File: config.mk
export PLATFORM = sky130hd
export DESIGN_NAME = reg_writeback_flat
export DESIGN_NICKNAME = d
export VERILOG_FILES = /design/src/rtl/reg_writeback_pkg.sv /design/src/rtl/reg_writeback_if.sv /design/src/rtl/reg_writeback_wb_fifo.sv /design/src/rtl/reg_writeback.sv /design/src/flat_wrapper.sv
export SDC_FILE = /design/constraint.sdc
export NUM_CORES = 1
export LEC_CHECK = 0
export CAP_MARGIN = 20
export CORE_MARGIN = 2
export CORE_UTILIZATION = 47
export DETAILED_ROUTE_END_ITERATION = 10
export PLACE_DENSITY = 0.75
export SETUP_SLACK_MARGIN = 0.4
export SYNTH_ARGS = -nofsm -noshare
export SYNTH_HDL_FRONTEND = slang
export SYNTH_SLANG_ARGS = --single-unit
File: constraint.sdc
create_clock -name clk -period 4.6 [get_ports clk]
set_clock_uncertainty 0.05 [all_clocks]
set_input_delay 0.46 -clock clk [delete_from_list [all_inputs] [get_ports clk]]
set_output_delay 0.46 -clock clk [all_outputs]
set_load 0.02 [all_outputs]
File: src/rtl/reg_writeback_pkg.sv
// Shared constants for the register write-back slice.
// Optional forwarding path is enabled by defining REG_WB_FWD_EN.
package reg_writeback_pkg;

  localparam int unsigned RWB_NUM_REGS = 16;
  localparam int unsigned RWB_ZERO_REG = 0;
  localparam int unsigned RWB_ADDR_W   = $clog2(RWB_NUM_REGS);
  localparam int unsigned RWB_DATA_W   = 32;
  localparam int unsigned RWB_DEPTH    = 4;

endpackage

File: src/rtl/reg_writeback_if.sv
// Producer / register-bank / hazard-check bundle for reg_writeback.
// slave = the write-back unit, master = the surrounding pipeline.
interface reg_writeback_if
  import reg_writeback_pkg::*;
#(
  parameter int unsigned DEPTH  = RWB_DEPTH,
  parameter int unsigned DATA_W = RWB_DATA_W,
  parameter int unsigned ADDR_W = RWB_ADDR_W
);
  localparam int unsigned CNT_W = $clog2(DEPTH) + 1;

  logic              in_valid;
  logic              in_ready;
  logic [ADDR_W-1:0] in_rd;
  logic [DATA_W-1:0] in_data;
  logic              flush;
  logic              wb_stall;
  logic              wr_en;
  logic [ADDR_W-1:0] wr_rd;
  logic [DATA_W-1:0] wr_data;
  logic [ADDR_W-1:0] rs;
  logic [ADDR_W-1:0] rt;
  logic              rs_busy;
  logic              rt_busy;
  logic [CNT_W-1:0]  count;
  logic [DATA_W-1:0] rs_fwd_data;
  logic [DATA_W-1:0] rt_fwd_data;

  modport slave (
    input  in_valid, in_rd, in_data, flush, wb_stall, rs, rt,
    output in_ready, wr_en, wr_rd, wr_data, rs_busy, rt_busy, count,
           rs_fwd_data, rt_fwd_data
  );

  modport master (
    output in_valid, in_rd, in_data, flush, wb_stall, rs, rt,
    input  in_ready, wr_en, wr_rd, wr_data, rs_busy, rt_busy, count,
           rs_fwd_data, rt_fwd_data
  );

endinterface

File: src/rtl/reg_writeback_wb_fifo.sv
// Pending-write queue: storage, head/tail pointers and occupancy count.
// Exposes entries in age order (index 0 = head) for hazard matching.
// Entry data in age order is only exported when REG_WB_FWD_EN is defined.
module wb_fifo
  import reg_writeback_pkg::*;
#(
  parameter int unsigned DEPTH  = RWB_DEPTH,
  parameter int unsigned DATA_W = RWB_DATA_W,
  parameter int unsigned ADDR_W = RWB_ADDR_W,
  parameter int unsigned CNT_W  = $clog2(DEPTH) + 1
) (
  input  logic                          clk,
  input  logic                          reset,
  input  logic                          push_i,
  input  logic                          pop_i,
  input  logic                          flush_i,
  input  logic [ADDR_W-1:0]             push_rd_i,
  input  logic [DATA_W-1:0]             push_data_i,
  output logic [DATA_W-1:0]             head_data_o,
  output logic [DEPTH-1:0][ADDR_W-1:0]  ord_rd_o,
`ifdef REG_WB_FWD_EN
  output logic [DEPTH-1:0][DATA_W-1:0]  ord_data_o,
`endif
  output logic [DEPTH-1:0]              ord_valid_o,
  output logic [CNT_W-1:0]              count_o
);

  localparam int unsigned PW = $clog2(DEPTH);

  logic [DEPTH-1:0][ADDR_W-1:0] rd_mem_q;
  logic [DEPTH-1:0][DATA_W-1:0] data_mem_q;
  logic [PW-1:0]                head_q, head_d;
  logic [PW-1:0]                tail_q, tail_d;
  logic [CNT_W-1:0]             count_q, count_d;

  // Next pointer/count state; flush overrides any push or pop.
  always_comb begin
    head_d  = head_q;
    tail_d  = tail_q;
    count_d = count_q;
    if (flush_i) begin
      head_d  = '0;
      tail_d  = '0;
      count_d = '0;
    end else begin
      if (push_i) tail_d = tail_q + 1'b1;
      if (pop_i)  head_d = head_q + 1'b1;
      case ({push_i, pop_i})
        2'b10:   count_d = count_q + 1'b1;
        2'b01:   count_d = count_q - 1'b1;
        default: count_d = count_q;
      endcase
    end
  end

  // Pointer and count registers, cleared asynchronously.
  always_ff @(posedge clk or posedge reset) begin
    if (reset) begin
      head_q  <= '0;
      tail_q  <= '0;
      count_q <= '0;
    end else begin
      head_q  <= head_d;
      tail_q  <= tail_d;
      count_q <= count_d;
    end
  end

  // Entry storage; not reset, validity comes from the pointers.
  always_ff @(posedge clk) begin
    if (push_i) begin
      rd_mem_q[tail_q]   <= push_rd_i;
      data_mem_q[tail_q] <= push_data_i;
    end
  end

  // Rotate storage into age order, oldest first.
  always_comb begin
    logic [PW-1:0] idx;
    idx         = '0;
    ord_rd_o    = '0;
    ord_valid_o = '0;
`ifdef REG_WB_FWD_EN
    ord_data_o  = '0;
`endif
    for (int unsigned k = 0; k < DEPTH; k++) begin
      idx            = head_q + PW'(k);
      ord_rd_o[k]    = rd_mem_q[idx];
      ord_valid_o[k] = CNT_W'(k) < count_q;
`ifdef REG_WB_FWD_EN
      ord_data_o[k]  = data_mem_q[idx];
`endif
    end
  end

  assign head_data_o = data_mem_q[head_q];
  assign count_o     = count_q;

endmodule

File: src/rtl/reg_writeback.sv
// Register write-back unit: queues producer results and drains them to the
// register bank in order, with hazard flags for two source operands.
// Define REG_WB_FWD_EN to forward the youngest pending value per source.
module reg_writeback
  import reg_writeback_pkg::*;
#(
  parameter int unsigned DEPTH  = RWB_DEPTH,
  parameter int unsigned DATA_W = RWB_DATA_W,
  parameter int unsigned ADDR_W = RWB_ADDR_W
) (
  input logic           clk,
  input logic           reset,
  reg_writeback_if.slave bus
);

  localparam int unsigned CNT_W = $clog2(DEPTH) + 1;
  localparam logic [ADDR_W-1:0] ZERO_RD = ADDR_W'(RWB_ZERO_REG);

  logic                         ready;
  logic                         push;
  logic                         pop;
  logic [CNT_W-1:0]             count;
  logic [DATA_W-1:0]            head_data;
  logic [DEPTH-1:0][ADDR_W-1:0] ord_rd;
  logic [DEPTH-1:0]             ord_valid;
  logic                         rs_busy;
  logic                         rt_busy;
  logic [DATA_W-1:0]            rs_fwd;
  logic [DATA_W-1:0]            rt_fwd;
`ifdef REG_WB_FWD_EN
  logic [DEPTH-1:0][DATA_W-1:0] ord_data;
`endif

  // Ready ignores a same-cycle pop so a full queue always refuses.
  assign ready = count < CNT_W'(DEPTH);
  // Writes to the zero register complete the handshake but are dropped.
  assign push  = bus.in_valid && ready && (bus.in_rd != ZERO_RD);
  assign pop   = (count != '0) && !bus.wb_stall && !bus.flush;

  wb_fifo #(
    .DEPTH  (DEPTH),
    .DATA_W (DATA_W),
    .ADDR_W (ADDR_W),
    .CNT_W  (CNT_W)
  ) u_fifo (
    .clk         (clk),
    .reset       (reset),
    .push_i      (push),
    .pop_i       (pop),
    .flush_i     (bus.flush),
    .push_rd_i   (bus.in_rd),
    .push_data_i (bus.in_data),
    .head_data_o (head_data),
    .ord_rd_o    (ord_rd),
`ifdef REG_WB_FWD_EN
    .ord_data_o  (ord_data),
`endif
    .ord_valid_o (ord_valid),
    .count_o     (count)
  );

  // Busy when any stored entry targets the source (never for R0).
  always_comb begin
    rs_busy = 1'b0;
    rt_busy = 1'b0;
    for (int unsigned k = 0; k < DEPTH; k++) begin
      if (ord_valid[k] && (bus.rs != ZERO_RD) && (ord_rd[k] == bus.rs)) rs_busy = 1'b1;
      if (ord_valid[k] && (bus.rt != ZERO_RD) && (ord_rd[k] == bus.rt)) rt_busy = 1'b1;
    end
  end

`ifdef REG_WB_FWD_EN
  // Scan oldest to youngest so the last match (youngest) wins.
  always_comb begin
    rs_fwd = '0;
    rt_fwd = '0;
    for (int unsigned k = 0; k < DEPTH; k++) begin
      if (ord_valid[k] && (bus.rs != ZERO_RD) && (ord_rd[k] == bus.rs)) rs_fwd = ord_data[k];
      if (ord_valid[k] && (bus.rt != ZERO_RD) && (ord_rd[k] == bus.rt)) rt_fwd = ord_data[k];
    end
  end
`else
  assign rs_fwd = '0;
  assign rt_fwd = '0;
`endif

  assign bus.in_ready    = ready;
  assign bus.wr_en       = pop;
  assign bus.wr_rd       = ord_rd[0];
  assign bus.wr_data     = head_data;
  assign bus.rs_busy     = rs_busy;
  assign bus.rt_busy     = rt_busy;
  assign bus.count       = count;
  assign bus.rs_fwd_data = rs_fwd;
  assign bus.rt_fwd_data = rt_fwd;

endmodule

File: src/flat_wrapper.sv
// flat-port wrapper written by rule: the top's interface ports become plain ports
module reg_writeback_flat import reg_writeback_pkg::*;
#(
  parameter int unsigned DEPTH  = RWB_DEPTH,
  parameter int unsigned DATA_W = RWB_DATA_W,
  parameter int unsigned ADDR_W = RWB_ADDR_W
)
  (clk, reset, bus_in_valid, bus_in_rd, bus_in_data, bus_flush, bus_wb_stall, bus_rs, bus_rt, bus_in_ready, bus_wr_en, bus_wr_rd, bus_wr_data, bus_rs_busy, bus_rt_busy, bus_count, bus_rs_fwd_data, bus_rt_fwd_data);
  reg_writeback_if #(.DEPTH(DEPTH), .DATA_W(DATA_W), .ADDR_W(ADDR_W)) bus_i ();
  input logic clk;
  input logic reset;
  input wire logic [$bits(bus_i.in_valid)-1:0] bus_in_valid;
  input wire logic [$bits(bus_i.in_rd)-1:0] bus_in_rd;
  input wire logic [$bits(bus_i.in_data)-1:0] bus_in_data;
  input wire logic [$bits(bus_i.flush)-1:0] bus_flush;
  input wire logic [$bits(bus_i.wb_stall)-1:0] bus_wb_stall;
  input wire logic [$bits(bus_i.rs)-1:0] bus_rs;
  input wire logic [$bits(bus_i.rt)-1:0] bus_rt;
  output wire logic [$bits(bus_i.in_ready)-1:0] bus_in_ready;
  output wire logic [$bits(bus_i.wr_en)-1:0] bus_wr_en;
  output wire logic [$bits(bus_i.wr_rd)-1:0] bus_wr_rd;
  output wire logic [$bits(bus_i.wr_data)-1:0] bus_wr_data;
  output wire logic [$bits(bus_i.rs_busy)-1:0] bus_rs_busy;
  output wire logic [$bits(bus_i.rt_busy)-1:0] bus_rt_busy;
  output wire logic [$bits(bus_i.count)-1:0] bus_count;
  output wire logic [$bits(bus_i.rs_fwd_data)-1:0] bus_rs_fwd_data;
  output wire logic [$bits(bus_i.rt_fwd_data)-1:0] bus_rt_fwd_data;
  assign bus_i.in_valid = bus_in_valid;
  assign bus_i.in_rd = bus_in_rd;
  assign bus_i.in_data = bus_in_data;
  assign bus_i.flush = bus_flush;
  assign bus_i.wb_stall = bus_wb_stall;
  assign bus_i.rs = bus_rs;
  assign bus_i.rt = bus_rt;
  assign bus_in_ready = bus_i.in_ready;
  assign bus_wr_en = bus_i.wr_en;
  assign bus_wr_rd = bus_i.wr_rd;
  assign bus_wr_data = bus_i.wr_data;
  assign bus_rs_busy = bus_i.rs_busy;
  assign bus_rt_busy = bus_i.rt_busy;
  assign bus_count = bus_i.count;
  assign bus_rs_fwd_data = bus_i.rs_fwd_data;
  assign bus_rt_fwd_data = bus_i.rt_fwd_data;
  reg_writeback #(.DEPTH(DEPTH), .DATA_W(DATA_W), .ADDR_W(ADDR_W)) u_core (.clk(clk), .reset(reset), .bus(bus_i));
endmodule
==> out/qor.csv <==
stage,metric,value,unit
power,power per cell area,567,mW/mm^2
clocking,Clock transition at path regs,0.06,ns
timing,Final setup viols,0,
clocking,CTS tree,yes,
cells_and_area,most frequent cells in the layout,"edfxtp_1, clkdlybuf4s50_1, conb_1",
floorplanning,starting density of the core,48.0,%
worst_setup_path,CP Launch Type,register,
clocking,worst-skew pair later-pin latency,0.41,ns
timing,f_max,265,MHz
drt,post-route ant nets,0,
worst_setup_path,critical path arrival,3.27,ns
power,Max IR drop VDD,0.000336,V
global_route,first-pass GRT wire length,19.0,mm
power,internal power,3.34,mW
clocking,H-Tree Depth,4,
drt,DRT Wirelength,12.2,mm
synthesis,"Seq/Total Area, Yosys",64.7,%
clocking,clk root buf,clkbuf_16,
worst_setup_path,Crit path largest cell delay,0.67,ns
global_route,Total Routing Usage GR,16.0,%
clocking,post-CTS setup buffers,0,
clocking,Hold Buf Count CTS,0,
global_route,"Most Used Layer, Global Route",met2,
worst_setup_path,Setup crit end kind,primary output,
worst_setup_path,"Slowest-stage cell, CP",mux4_1,
timing,unrepaired setup endpoints after global routing,false,
drt,DRT iter0 DRCs,183,
timing,max-slew headroom at the worst pin,32.1,%
drt,Wirelength per Cell,18.1,um
worst_setup_path,CP Data Required Time,4.09,ns
timing,Tmin final,3.78,ns
floorplanning,Die X,126,um
cells_and_area,share of cells above drive strength 1,15.9,%
global_route,initial antenna violation count,0,
cells_and_area,number of fill cells in the layout,1079,
global_route,largest net degree at the start of global routing,37,
clocking,Num Clock Sinks,151,
synthesis,Synth Register Bits,151,
synthesis,Synth area leaders,"edfxtp_1, mux4_2, buf_4",
global_route,vias in the first global route,3566,
cells_and_area,"most common cell after layout, fill and taps aside",edfxtp_1,
cells_and_area,final instance area,0.00836,sq mm
cells_and_area,Syn-to-layout area delta,20.2,%
global_route,met2 GRT Util,25.4,%
place,DP Area,0.00775,sq mm
synthesis,Yosys top cell area share,62.2,%
clocking,TritonCTS buffer count,17,
floorplanning,num rows,44,
timing,final hold vios,0,
synthesis,area of the mapped netlist,0.00695,sq mm
cells_and_area,ANT cells,0,
place,DP Wirelength,7.57,mm
floorplanning,core area,0.0145,sq mm
worst_setup_path,crit path kind,reg2out,
worst_hold_path,Hold WC Path Type,in2async,
global_route,met1 GRT Util,20.4,%
floorplanning,Top-Level Pins,156,
power,Combinational Power Share,32.0,%
global_route,GRT overflow,0,
clocking,cells resized by post-CTS repair,0,
place,final RePlAce weighted congestion,0.905,
run_status,status,"finished, final reports clean",
worst_setup_path,Max Fanout on Critical Path,27,
timing,period utilization,82.2,%
timing,fin. max-slew vios,0,
timing,Least-Margin Pin Slew,1.02,ns
power,Clk network pwr share,29.7,%
drt,vias per inst,5.18,
synthesis,Cells after Synth,387,
synthesis,Yosys cell types,37,
global_route,met3 Use GR,5.95,%
synthesis,yosys warns,0,
drt,vias,3491,
synthesis,Avg Inst Size Synth,18.0,sq um
floorplanning,Die Ht,126,um
power,sw frac,29.5,%
timing,worst hold slack,0.250,ns
timing,Setup TNS Final,0,ns
worst_setup_path,"Critical Path, Cell by Cell",buf_4 > mux4_1 > xnor2_1 > nand3_1 > or4_1 > nand4_1 > clkdlybuf4s50_1,
floorplanning,die area,0.0158,sq mm
power,net switching power,1.40,mW
power,Pleak,2.82,nW
drt,router iterations before antenna repair,5,
cells_and_area,final-stage net count,533,
synthesis,dominant cell type by area after synthesis,edfxtp_1,
drt,DRC,0,
power,Seq pwr share,38.2,%
clocking,CTS max path bufs,2,
job,max-cap viol count,0,
place,I/O Buffers,91,
==> power groups by stage <==
stage	Clock [mW]	Sequential (mW)	Combinational (mW)
2_1_floorplan	0	1.76	1.12
3_3_place_gp	0	1.83	1.52
3_5_place_dp	0	1.84	1.53
4_1_cts	1.44	1.82	1.54
5_1_grt	1.49	1.84	1.62
6_report	1.41	1.81	1.52
==> synthesized netlist by cell type <==
library cell	instances
nand4_1	3
clkbuf_1	10
o211ai_1	1
and2_1	4
xor2_1	16
buf_8	1
o21bai_1	1
nor2b_1	1
o311ai_1	1
xnor2_1	22
nor2_1	9
buf_12	1
ha_1	7
inv_1	6
mux2i_1	6
buf_6	2
nor4b_1	1
dfrtp_1	7
a311oi_1	1
edfxtp_1	144
and3_1	1
nor4_1	5
mux4_2	38
mux4_1	8
or4_1	4
nor3_1	1
buf_1	4
conb_1	1
nand2_1	2
a21oi_1	2
or3b_2	1
buf_2	3
a211oi_1	1
or2_2	1
o21ai_0	2
nand3_1	4
buf_4	65
==> final timing paths <==
kind	startpoint	end	slack, ns	cells past startpoint
worst max-delay path	u_core.u_fifo.head_q[1]	bus_rs_busy	0.82	7
worst min-delay path	reset	u_core.u_fifo.tail_q[0]	0.25	2
worst max register to register	u_core.u_fifo.count_o[2]	u_core.u_fifo.data_mem_q[14]	2.13	3
worst min register to register	u_core.u_fifo.tail_q[1]	u_core.u_fifo.tail_q[1]	0.55	2
max in group asynchronous	reset	u_core.u_fifo.head_q[0]	3.97	2
min in group clk	u_core.u_fifo.tail_q[1]	u_core.u_fifo.tail_q[1]	0.55	2
==> cell families (layout without fill, tap and decap cells) <==
logic type,Yosys count,after routing,share of synthesized area (%)
compound gates,9,9,0.864
xor+xnor,38,38,4.79
fa+ha+maj,7,7,1.26
buf+inv,92,132,9.14
flops,151,151,64.7
mux,52,52,16.2
other cells,1,64,0.0539
simple gates,37,37,2.99
==> layer usage <==
| layer | wire [um] | vias to the layer above |
|---|---|---|
| li1 | - | 1554 |
| met1 | 4980 | 1768 |
| met2 | 6100 | 159 |
| met3 | 1020 | 10 |
| met4 | 108 | 0 |
| met5 | 0 | - |
==> sequential cells by signal, indices dropped and copies added, names as in the netlist <==
register / flops
u_core.u_fifo.tail_q: 2
u_core.u_fifo.data_mem_q: 128
u_core.u_fifo.rd_mem_q: 16
u_core.u_fifo.head_q: 2
u_core.u_fifo.count_o: 3
==> worst max-delay path: cells and delay by family, from the launching register on <==
family / cells / cell delay (ns)
multiplexers: 1 / 0.67
XOR/XNOR: 1 / 0.17
flip-flops: 1 / 0.42
AND/OR/NAND/NOR: 3 / 0.61
buffers and inverters: 2 / 0.98
==> final cells by class <==
class,count,area [sq um],area share [%]
Clock buffer,17,425,5.09
Clock inverter,15,185,2.21
Tap cell,184,230,2.75
Multi-Input combinational cell,207,2060,24.6
Inverter,6,22.5,0.269
Sequential cell,151,4500,53.9
Timing Repair Buffer,94,933,11.2
==> through the flow <==
| stage | instances | util (%) | power [mW] | setup slack [ns] |
|---|---|---|---|---|
| after CTS | 674 | 57.7 | 4.79 | 0.784 |
| after detailed placement | 642 | 53.5 | 3.37 | 1.22 |
| after global routing | 674 | 57.7 | 4.95 | 0.627 |
| final | 674 | 57.7 | 4.74 | 0.820 |
| after global placement | 642 | 53.5 | 3.35 | 1.24 |
| after floorplan | 450 | - | 2.88 | 1.87 |
No activity file was read; power rests on OpenSTA's default activity.
